File: config.mk
export PLATFORM = sky130hd
export DESIGN_NAME = dpram_stream_reader_flat
export DESIGN_NICKNAME = d
export VERILOG_FILES = /design/src/rtl/dpram_pkg.sv /design/src/rtl/dpram_stream_reader_if.sv /design/src/rtl/sync_fifo_small.sv /design/src/rtl/dpram_stream_reader.sv /design/src/flat_wrapper.sv
export SDC_FILE = /design/constraint.sdc
export NUM_CORES = 1
export LEC_CHECK = 0
export BUFFER_PORTS_ARGS = -buffer_cell sky130_fd_sc_hd__buf_2
export CAP_MARGIN = 5
export CORE_MARGIN = 4
export CORE_UTILIZATION = 55
export CTS_CLUSTER_SIZE = 10
export DETAILED_ROUTE_END_ITERATION = 7
export PLACE_DENSITY = 0.78
export SYNTH_ARGS = -nofsm -noshare
export SYNTH_HDL_FRONTEND = slang
export SYNTH_SLANG_ARGS = --single-unit
File: constraint.sdc
create_clock -name clk_sys -period 4.4 [get_ports clk_sys]
set_clock_uncertainty 0.2 [all_clocks]
set_input_delay 0.66 -clock clk_sys [delete_from_list [all_inputs] [get_ports clk_sys]]
set_output_delay 0.66 -clock clk_sys [all_outputs]
set_load 0.01 [all_outputs]
File: src/rtl/dpram_pkg.sv
// dpram_pkg: shared reader state type and default widths for dpram clients.
package dpram_pkg;

  localparam int DPRAM_ADDR_W = 10;
  localparam int DPRAM_DATA_W = 8;

  typedef enum logic [1:0] {
    ST_IDLE,
    ST_RUN,
    ST_DRAIN,
    ST_DONE
  } rd_state_t;

endpackage

File: src/rtl/dpram_stream_reader_if.sv
// dpram_stream_reader_if: one dpram read port plus the valid/ready output stream.
// master = the reader (drives address/enable and stream), slave = RAM + consumer side.
interface dpram_stream_reader_if import dpram_pkg::*; #(
  parameter int ADDR_W = DPRAM_ADDR_W,
  parameter int DATA_W = DPRAM_DATA_W
) ();

  logic [ADDR_W-1:0] ram_addr;
  logic              ram_rd;
  logic [DATA_W-1:0] ram_q;
  logic [DATA_W-1:0] out_data;
  logic              out_valid;
  logic              out_ready;

  modport master (
    output ram_addr, ram_rd, out_data, out_valid,
    input  ram_q, out_ready
  );

  modport slave (
    input  ram_addr, ram_rd, out_data, out_valid,
    output ram_q, out_ready
  );

endinterface

File: src/rtl/sync_fifo_small.sv
// sync_fifo_small: tiny register-based FIFO; head is read straight from the storage registers.
// flush empties the FIFO and takes priority over a same-cycle push.
module sync_fifo_small #(
  parameter int DEPTH = 4,
  parameter int WIDTH = 8
) (
  input  logic                   clk,
  input  logic                   rst,
  input  logic                   flush,
  input  logic                   push,
  input  logic [WIDTH-1:0]       push_data,
  input  logic                   pop,
  output logic [WIDTH-1:0]       head,
  output logic [$clog2(DEPTH):0] count,
  output logic                   empty,
  output logic                   full
);

  localparam int PW = $clog2(DEPTH);
  localparam logic [PW:0] FULL_CNT = DEPTH[PW:0];

  logic [WIDTH-1:0] mem_reg [DEPTH];
  logic [PW-1:0]    wr_ptr_reg;
  logic [PW-1:0]    rd_ptr_reg;
  logic [PW:0]      count_reg;
  logic             do_push;
  logic             do_pop;

  assign empty   = (count_reg == '0);
  assign full    = (count_reg == FULL_CNT);
  assign do_pop  = pop && !empty;
  assign do_push = push && (!full || do_pop);
  assign head    = mem_reg[rd_ptr_reg];
  assign count   = count_reg;

  // Storage, pointers and occupancy; pointers wrap naturally because DEPTH is a power of two.
  always_ff @(posedge clk or posedge rst) begin
    if (rst) begin
      for (int i = 0; i < DEPTH; i++) mem_reg[i] <= '0;
      wr_ptr_reg <= '0;
      rd_ptr_reg <= '0;
      count_reg  <= '0;
    end else if (flush) begin
      wr_ptr_reg <= '0;
      rd_ptr_reg <= '0;
      count_reg  <= '0;
    end else begin
      if (do_push) begin
        mem_reg[wr_ptr_reg] <= push_data;
        wr_ptr_reg          <= wr_ptr_reg + 1'b1;
      end
      if (do_pop) rd_ptr_reg <= rd_ptr_reg + 1'b1;
      case ({do_push, do_pop})
        2'b10:   count_reg <= count_reg + 1'b1;
        2'b01:   count_reg <= count_reg - 1'b1;
        default: count_reg <= count_reg;
      endcase
    end
  end

endmodule

File: src/rtl/dpram_stream_reader.sv
// dpram_stream_reader: fetches LEN words from a dpram read port starting at BASE and streams them
// out on valid/ready. A small prefetch FIFO absorbs the RAM's one-cycle read latency; a read is
// only issued when the FIFO is guaranteed room for it, so returning data is never dropped.
module dpram_stream_reader import dpram_pkg::*; #(
  parameter int ADDR_W     = DPRAM_ADDR_W,
  parameter int DATA_W     = DPRAM_DATA_W,
  parameter int FIFO_DEPTH = 4
) (
  input  logic                 clk_sys,
  input  logic                 reset,
  input  logic                 start,
  input  logic [ADDR_W-1:0]    base_addr,
  input  logic [ADDR_W:0]      length,
  input  logic                 abort,
  output logic                 busy,
  output logic                 done,
  dpram_stream_reader_if.master bus
);

  localparam int CW = $clog2(FIFO_DEPTH) + 1;
  localparam logic [ADDR_W:0] ONE = {{ADDR_W{1'b0}}, 1'b1};

  rd_state_t         state_reg;
  logic [ADDR_W-1:0] addr_reg;
  logic [ADDR_W:0]   remaining_reg;
  logic              inflight_reg;
  logic              busy_reg;
  logic              done_reg;

  logic [CW-1:0]     fifo_count;
  logic              fifo_empty;
  logic              fifo_full;
  logic              fifo_pop;
  logic              fifo_flush;
  logic [DATA_W-1:0] fifo_head;
  logic              rd_issue;

  // Reserve a FIFO slot for the read still in flight; no new read in a cycle that aborts.
  assign rd_issue = (state_reg == ST_RUN) && !abort && (remaining_reg != '0) && !fifo_full &&
                    ((int'(fifo_count) + int'(inflight_reg)) < FIFO_DEPTH);

  assign fifo_flush = abort && ((state_reg == ST_RUN) || (state_reg == ST_DRAIN));
  assign fifo_pop   = !fifo_empty && bus.out_ready;

  sync_fifo_small #(
    .DEPTH (FIFO_DEPTH),
    .WIDTH (DATA_W)
  ) u_fifo (
    .clk       (clk_sys),
    .rst       (reset),
    .flush     (fifo_flush),
    .push      (inflight_reg),
    .push_data (bus.ram_q),
    .pop       (fifo_pop),
    .head      (fifo_head),
    .count     (fifo_count),
    .empty     (fifo_empty),
    .full      (fifo_full)
  );

  assign bus.ram_addr  = addr_reg;
  assign bus.ram_rd    = rd_issue;
  assign bus.out_data  = fifo_head;
  assign bus.out_valid = !fifo_empty;
  assign busy          = busy_reg;
  assign done          = done_reg;

  // Transfer FSM with address/remaining counters, in-flight tracking and registered busy/done.
  always_ff @(posedge clk_sys or posedge reset) begin
    if (reset) begin
      state_reg     <= ST_IDLE;
      addr_reg      <= '0;
      remaining_reg <= '0;
      inflight_reg  <= 1'b0;
      busy_reg      <= 1'b0;
      done_reg      <= 1'b0;
    end else begin
      inflight_reg <= rd_issue;
      done_reg     <= 1'b0;
      if (rd_issue) begin
        addr_reg      <= addr_reg + 1'b1;
        remaining_reg <= remaining_reg - ONE;
      end
      case (state_reg)
        ST_IDLE: begin
          // abort in the same cycle suppresses the start
          if (start && !abort) begin
            addr_reg      <= base_addr;
            remaining_reg <= length;
            if (length == '0) begin
              state_reg <= ST_DONE;
              done_reg  <= 1'b1;
            end else begin
              state_reg <= ST_RUN;
              busy_reg  <= 1'b1;
            end
          end
        end
        ST_RUN: begin
          if (abort) begin
            state_reg <= ST_DONE;
            busy_reg  <= 1'b0;
            done_reg  <= 1'b1;
          end else if (rd_issue && (remaining_reg == ONE)) begin
            state_reg <= ST_DRAIN;
          end
        end
        ST_DRAIN: begin
          if (abort || (fifo_empty && !inflight_reg)) begin
            state_reg <= ST_DONE;
            busy_reg  <= 1'b0;
            done_reg  <= 1'b1;
          end
        end
        ST_DONE: state_reg <= ST_IDLE;
        default: state_reg <= ST_IDLE;
      endcase
    end
  end

endmodule
File: src/flat_wrapper.sv
// flat-port wrapper written by rule: the top's interface ports become plain ports
module dpram_stream_reader_flat import dpram_pkg::*;
#(
  parameter int ADDR_W     = DPRAM_ADDR_W,
  parameter int DATA_W     = DPRAM_DATA_W,
  parameter int FIFO_DEPTH = 4
)
  (clk_sys, reset, start, base_addr, length, abort, busy, done, bus_ram_addr, bus_ram_rd, bus_out_data, bus_out_valid, bus_ram_q, bus_out_ready);
  dpram_stream_reader_if #(.ADDR_W(ADDR_W), .DATA_W(DATA_W)) bus_i ();
  input  logic clk_sys;
  input  logic reset;
  input  logic start;
  input  logic [ADDR_W-1:0] base_addr;
  input  logic [ADDR_W:0] length;
  input  logic abort;
  output logic busy;
  output logic done;
  output wire logic [$bits(bus_i.ram_addr)-1:0] bus_ram_addr;
  output wire logic [$bits(bus_i.ram_rd)-1:0] bus_ram_rd;
  output wire logic [$bits(bus_i.out_data)-1:0] bus_out_data;
  output wire logic [$bits(bus_i.out_valid)-1:0] bus_out_valid;
  input wire logic [$bits(bus_i.ram_q)-1:0] bus_ram_q;
  input wire logic [$bits(bus_i.out_ready)-1:0] bus_out_ready;
  assign bus_ram_addr = bus_i.ram_addr;
  assign bus_ram_rd = bus_i.ram_rd;
  assign bus_out_data = bus_i.out_data;
  assign bus_out_valid = bus_i.out_valid;
  assign bus_i.ram_q = bus_ram_q;
  assign bus_i.out_ready = bus_out_ready;
  dpram_stream_reader #(.ADDR_W(ADDR_W), .DATA_W(DATA_W), .FIFO_DEPTH(FIFO_DEPTH)) u_core (.clk_sys(clk_sys), .reset(reset), .start(start), .base_addr(base_addr), .length(length), .abort(abort), .busy(busy), .done(done), .bus(bus_i));
endmodule
==> results of run 1 <==
## power by group
part           internal (uW)  total (uW)  switching [uW]  leakage, uW
sequential               844        1090             243     0.000826
combinational            530        1040             508     0.000880
clock                    336         574             238     0.000113
total                   1710        2700             988      0.00182
## metrics by stage
stage	power [uW]	hold WS [ns]
3_5_place_dp	2130	0.279
2_1_floorplan	1820	0.259
4_1_cts	2710	0.296
3_3_place_gp	2090	0.277
6_report	2700	0.295
5_1_grt	2890	0.315
## layer usage
layer,vias up,global-route usage [%]
met5,-,0
met4,0,8.36
met3,11,4.64
met2,55,33.5
met1,1218,27.3
li1,1206,-
## layout by cell type, fill, tap and decap left out, types with 7 or more instances in the layout
cell	count
xnor2_1	15
a21oi_1	9
ha_1	13
clkbuf_8	10
inv_1	13
nor4_1	10
nor2_1	16
mux4_2	8
buf_2	55
mux2_2	30
dfrtp_1	65
nand2_1	28
nand3_1	7
o21ai_0	16
## cell type report
| cell class | count | share of cell area (%) |
|---|---|---|
| clock buffers | 10 | 3.44 |
| inverters | 14 | 1.31 |
| clock inverters | 6 | 2.25 |
| well taps | 75 | 2.35 |
| repair buffers | 57 | 7.26 |
| flip-flops and latches | 65 | 40.7 |
| multi-input cells | 215 | 42.7 |
## path summary, 6_finish.rpt
kind | slack [ns] | end | depth (start not counted)
setup / recovery | 1.12 | bus_ram_rd | 7
hold / removal | 0.30 | u_core.u_fifo.mem_reg[15] | 1
setup reg to reg | 1.82 | u_core.u_fifo.count[2] | 7
hold reg to reg | 0.30 | u_core.u_fifo.mem_reg[15] | 1
max in group asynchronous | 2.83 | u_core.u_fifo.mem_reg[26] | 3
min in group asynchronous | 0.36 | u_core.u_fifo.mem_reg[9] | 2
## cell families (layout without fill, tap and decap cells)
kind of cell | Yosys count | in the layout
mux | 44 | 44
simple gates | 98 | 98
fa+ha+maj | 14 | 14
buf+inv | 23 | 87
flops | 65 | 65
xor+xnor | 19 | 19
compound gates | 40 | 40
==> metrics.yaml, run 1 <==
wl_met2_um: 3610
fin_util_pct: 66.7
worst_path_max_delay_cell: "and3_1"
cts.htree.levels: 3
synth_ff_type: "dfrtp_1"
yosysMostFrequentCell: "dfrtp_1"
worst_path_most_repeated_cell: "inv_1"
antenna_cells: 0
yosys-top-cells-count: "dfrtp_1 (65), mux2_2 (30), nand2_1 (28)"
synthTopCellsByArea: "dfrtp_1 (47%), mux2_2 (9.9%), mux4_2 (5.3%)"
critPathArrivalTime_ns: 2.42
dp_hpwl_um: 5100
routed-wl-met3_um: 261
met1_length_um: 3130
die_area_um2: 7560
viasPerCell: 5.63
ys_types: 48
dp_cells: 426
drv_slew: 0
hold_start: "u_core.u_fifo.mem_reg[15]"
ctsHoldBuffers: 0
cts.sinks: 65
path_buf_inv: 3
fin_area_um2: 4000
insertion_delay_ns: 0.34
post_cts_buffers: 0
synth_cells: 303
die_w_um: 87.0
crit_type: "register to output port"
cts_buffer_depth: 2
path_clk_slew_ns: 0.07
syn_area_um2: 3430
r2r_start: "u_core.u_fifo.count[1]"
fmax_ghz: 0.305
fill_cells: 434
dr.pass1.iters: 4
synthMuxAreaShare_pct: 16.9
hp-class: "register to register"
period_minus_slack_ns: 3.28
end_kind: "output port"
async_flop_share_pct: 100
regArea_um2: 1630
syn_to_final_growth_pct: 16.6
fin_crit_sh_pct: 74.6
status: "finished, final reports clean"
cts_root_buf: "clkbuf_8"
antenna_found_initial: 0
rows: 28
rsz0062_at_grt: "no"
num_io_pins: 56
yosysTopAreaCell: "dfrtp_1"
dr.max_layer_used: "met4"
synthXorXnorAreaFrac_pct: 4.85
initialDrtViolationCount: 117
nNetsFinal: 410
p_per_area_nw_per_um2: 675
synth_fa_ha_area_share_pct: 5.33
fin_setup_tns_ns: 0
grt_pass1_vias: 2506
drive_gt1_share_pct: 33.5
critPathTopFamily: "simple AND/OR/NAND/NOR gates"
synth-compound-area-share_pct: 7.33
crit_path_start_kind: "register"
syn_area_per_cell_um2: 11.3
power_leakage_uw: 0.00182
maxCapViolCount: 0
syn_nets: 351
ir_worst_vdd_uv: 328
largest_register_ffs: 32
initial_core_util_pct: 57.2
yosys.area_share.simple_pct: 15.3
grt_overflow: 0
multiInputGateArea_um2: 1710
post-synth-top-area-fraction_pct: 47.4
max_stage_delay_ns: 0.45
path_max_fanout: 9
io_buffers: 55
ctsResizeCount: 0
synth-seq-cells: 65
dr_total_vias: 2490
synth-edff-count: 0
placed_cell_area_um2: 3770
die_h_um: 87.0
setup_slack_ns: 1.12
synth_top_family_by_area: "multiplexers"
routed_wl_um: 7130
grt_pass1_wl_um: 12100
path_cells: "inv_1 > ha_1 > nor3b_1 > and3_1 > or2_4 > inv_1 > buf_2"
numCtsBuffers: 9
worstSetupStartpoint: "u_core.remaining_reg[0]"
tightest_slew_ns: 0.996
maxSlewHeadroom_pct: 33.5
worstPathRequired_ns: 3.54
ant_nets: 0
final_cells: 442
wl_per_cell_um: 16.1
place.gp.congestion: 0.849
cts_tree: "done"
core-area_um2: 5990
finalHoldViolCount: 0
setup_viol: 0
yosysWarnings: 0
pre_cts_slack_ns: 1.52
grt_usage_pct: 20.8
synth_seq_area_share_pct: 47.4
grt_start_max_net_pins: 49
drc: 0
Power figures use the tool's default switching activity.
==> run 2: changes to the inputs <==
ABC_AREA = 1   (was not set)
PLACE_DENSITY = 0.77   (was 0.78)
clock period = 3.4 ns   (was 4.4 ns; I/O delays follow)
==> metrics.yaml, run 2 <==
nNetsFinal: 599  # was 410
rows: 30  # was 28
grt_pass1_wl_um: 14500  # was 12100 um
post_cts_buffers: 0  # unchanged
yosys-top-cells-count: "nand2_1 (148), dfrtp_1 (65), inv_1 (56)"  # was dfrtp_1 (65), mux2_2 (30), nand2_1 (28)
maxSlewHeadroom_pct: 45.5  # was 33.5%
place.gp.congestion: 0.822  # was 0.849
initialDrtViolationCount: 224  # was 117
ys_types: 34  # was 48
dr.pass1.iters: 4  # unchanged
rsz0062_at_grt: "no"  # unchanged
min_to: "u_core.bus.ram_addr[2]"  # was u_core.u_fifo.mem_reg[15]
multiInputGateArea_um2: 1850  # was 1710 um^2
r2r_start: "u_core.state_reg[1]"  # was u_core.u_fifo.count[1]
final_cells: 636  # was 442
clockPowerShare_pct: 17.0  # was 21.3%
power_frac_seq_pct: 36.7  # was 40.3%
die_area_um2: 8320  # was 7560 um^2
cts.htree.levels: 3  # unchanged
period_minus_slack_ns: 2.71
post-synth-top-area-fraction_pct: 42.7  # was 47.4%
pre_cts_slack_ns: 1.07  # was 1.52 ns
r2r_end: "u_core.remaining_reg[1]"  # was u_core.u_fifo.count[2]
setup_slack_ns: 0.685  # was 1.12 ns
path_max_fanout: 21  # was 9
regArea_um2: 1630  # unchanged
synth-seq-cells: 65  # unchanged
cts_buffer_depth: 2  # unchanged
hp-class: "primary input to register"  # was register to register
syn_nets: 544  # was 351
num_io_pins: 56  # unchanged
path_clk_slew_ns: 0.08  # was 0.07 ns
grt_pass1_vias: 3199  # was 2506
fin_util_pct: 63.5  # was 66.7%
largest_register_ffs: 32  # unchanged
drv_slew: 0  # unchanged
fin_crit_sh_pct: 79.8
mostFrequentLayoutCells: "nand2_1 (148), dfrtp_1 (65), inv_1 (55), buf_2 (55), nor2_1 (43)"  # was dfrtp_1 (65), buf_2 (55), mux2_2 (30), nand2_1 (28)
async_flop_share_pct: 100  # unchanged
antenna_cells: 0  # unchanged
hold_start: "base_addr[2]"  # was u_core.u_fifo.mem_reg[15]
fin_setup_tns_ns: 0  # unchanged
syn_area_um2: 3810  # was 3430 um^2
insertion_delay_ns: 0.34  # about the same
grt_overflow: 0  # unchanged
core-area_um2: 6760  # was 5990 um^2
grt_start_max_net_pins: 66  # was 49
numCtsBuffers: 9  # unchanged
worstPathRequired_ns: 2.69  # was 3.54 ns
power_leakage_uw: 0.00230  # was 0.00182 uW
setup_viol: 0  # unchanged
dp_hpwl_um: 5690  # was 5100 um
internal_power_uw: 2190  # was 1710 uW
drive_gt1_share_pct: 19.6  # was 33.5%
ir_worst_vdd_uv: 526  # was 328 uV
tightest_slew_ns: 0.818  # was 0.996 ns
finalHoldViolCount: 0  # unchanged
drc: 0  # unchanged
critPathArrivalTime_ns: 2.00  # was 2.42 ns
maxCapViolCount: 0  # unchanged
end_kind: "output port"  # unchanged
status: "finished, final reports clean"  # unchanged
syn_area_per_cell_um2: 7.68  # was 11.3 um^2
fill_cells: 576  # was 434
p_sw_uw: 1740  # was 988 uW
grt_usage_pct: 21.5  # was 20.8%
fmax_ghz: 0.368
cts.sinks: 65  # unchanged
combPwrFrac_pct: 46.2  # was 38.5%
synth_ff_type: "dfrtp_1"  # unchanged
viasPerCell: 5.23  # was 5.63
p_per_area_nw_per_um2: 916  # was 675 nW/um^2
die_h_um: 91.2  # was 87.0 um
cts_tree: "done"  # unchanged
syn_to_final_growth_pct: 12.7  # was 16.6%
initial_core_util_pct: 56.4  # was 57.2%
io_buffers: 55  # unchanged
fin_area_um2: 4290  # was 4000 um^2
cts_root_buf: "clkbuf_8"  # unchanged
crit_path_start_kind: "register"  # unchanged
routed_wl_um: 8200  # was 7130 um
dp_cells: 620  # was 426
synthTopCellsByArea: "dfrtp_1 (43%), nand2_1 (15%), inv_1 (5.5%)"  # was dfrtp_1 (47%), mux2_2 (9.9%), mux4_2 (5.3%)
crit_type: "register to output port"  # unchanged
synth_cells: 496  # was 303
r2r_slack_ns: 1.06  # was 1.82 ns
whs_path_depth: 3  # was 1
synth_seq_area_share_pct: 42.7  # was 47.4%
final_common_cell: "nand2_1"  # was dfrtp_1
swShare_pct: 44.3  # was 36.6%
ctsResizeCount: 0  # unchanged
ant_nets: 0  # unchanged
die_w_um: 91.2  # was 87.0 um
antenna_found_initial: 0  # unchanged
yosysWarnings: 0  # unchanged
placed_cell_area_um2: 4090  # was 3770 um^2
wl_per_cell_um: 12.9  # was 16.1 um
synth-edff-count: 0  # unchanged
r2r_cells: 12  # was 7
ctsHoldBuffers: 0  # unchanged
yosysMostFrequentCell: "nand2_1"  # was dfrtp_1
dr_total_vias: 3324  # was 2490
yosysTopAreaCell: "dfrtp_1"  # unchanged
run 2: cell count changes after synthesis, moves of 6 or more:
cell	change
nand2_1	+120
inv_1	+42
mux2_2	-30
nor2_1	+27
o21ai_1	+23
nand3_1	+22
o21ai_0	+11
nor4_1	-10
xnor2_1	-10
o21ai_2	+9
mux4_2	-8
o22ai_1	+8
or2_2	+7
buf_6	+6
run 2: power groups by stage:
stage          registers, uW  clock network (uW)  logic [uW]
6_report                1440                 670        1820
5_1_grt                 1500                 726        2100
4_1_cts                 1440                 686        1830
3_5_place_dp            1450                   0        1810
3_3_place_gp            1430                   0        1770
2_1_floorplan           1410                   0        1380
run 2: layout make-up:
cell class | count | area share, %
Multi-Input combinational cell | 358 | 43.0
Sequential cell | 65 | 37.9
Timing Repair Buffer | 58 | 6.94
Inverter | 59 | 5.16
Clock buffer | 9 | 2.89
Tap cell | 80 | 2.33
Clock inverter | 7 | 1.78
run 2: kinds of logic (layout without fill, tap and decap cells):
kind of cell,Yosys count,in the layout,synth area share [%]
compound gates,86,86,13.1
xor+xnor,10,10,2.30
fa+ha+maj,14,14,4.79
buf+inv,73,133,8.83
flops,65,65,42.7
simple gates,248,248,28.2
run 2: per-layer routing:
layer  part of all wire (%)  global-route usage [%]
met4                    2.0                    8.79
met3                    4.6                    3.48
met5                      0                       0
met1                     47                    29.3
met2                     47                    34.2
run 2: worst max-delay path by stage:
stage | from | to | slack [ns] | cells after the start
CTS | u_core.state_reg[1] | bus_ram_rd | 0.69 | 9
global placement | u_core.state_reg[1] | bus_ram_rd | 1.12 | 9
global route | u_core.state_reg[1] | bus_ram_rd | 0.50 | 9
finish | u_core.remaining_reg[0] | bus_ram_rd | 0.69 | 8
floorplan | reset | u_core.bus.ram_addr[0] | 1.06 | 1
detailed placement | u_core.state_reg[1] | bus_ram_rd | 1.07 | 9
run 2: stage by stage:
| step | power [uW] | hold slack, ns |
|---|---|---|
| final | 3930 | 0.160 |
| after CTS | 3950 | 0.147 |
| after global placement | 3200 | 0.259 |
| after global routing | 4320 | 0.157 |
| after detailed placement | 3250 | 0.270 |
| after floorplan | 2780 | 0.250 |
run 2: worst max-delay path, cell delays in order, from the launching register on:
cell and delay [ns]:
dfrtp_1 0.42, inv_1 0.15, ha_1 0.25, nand2_1 0.14, inv_1 0.10, nand2_1 0.07, nand2_2 0.32, inv_2 0.06
buf_2 0.15
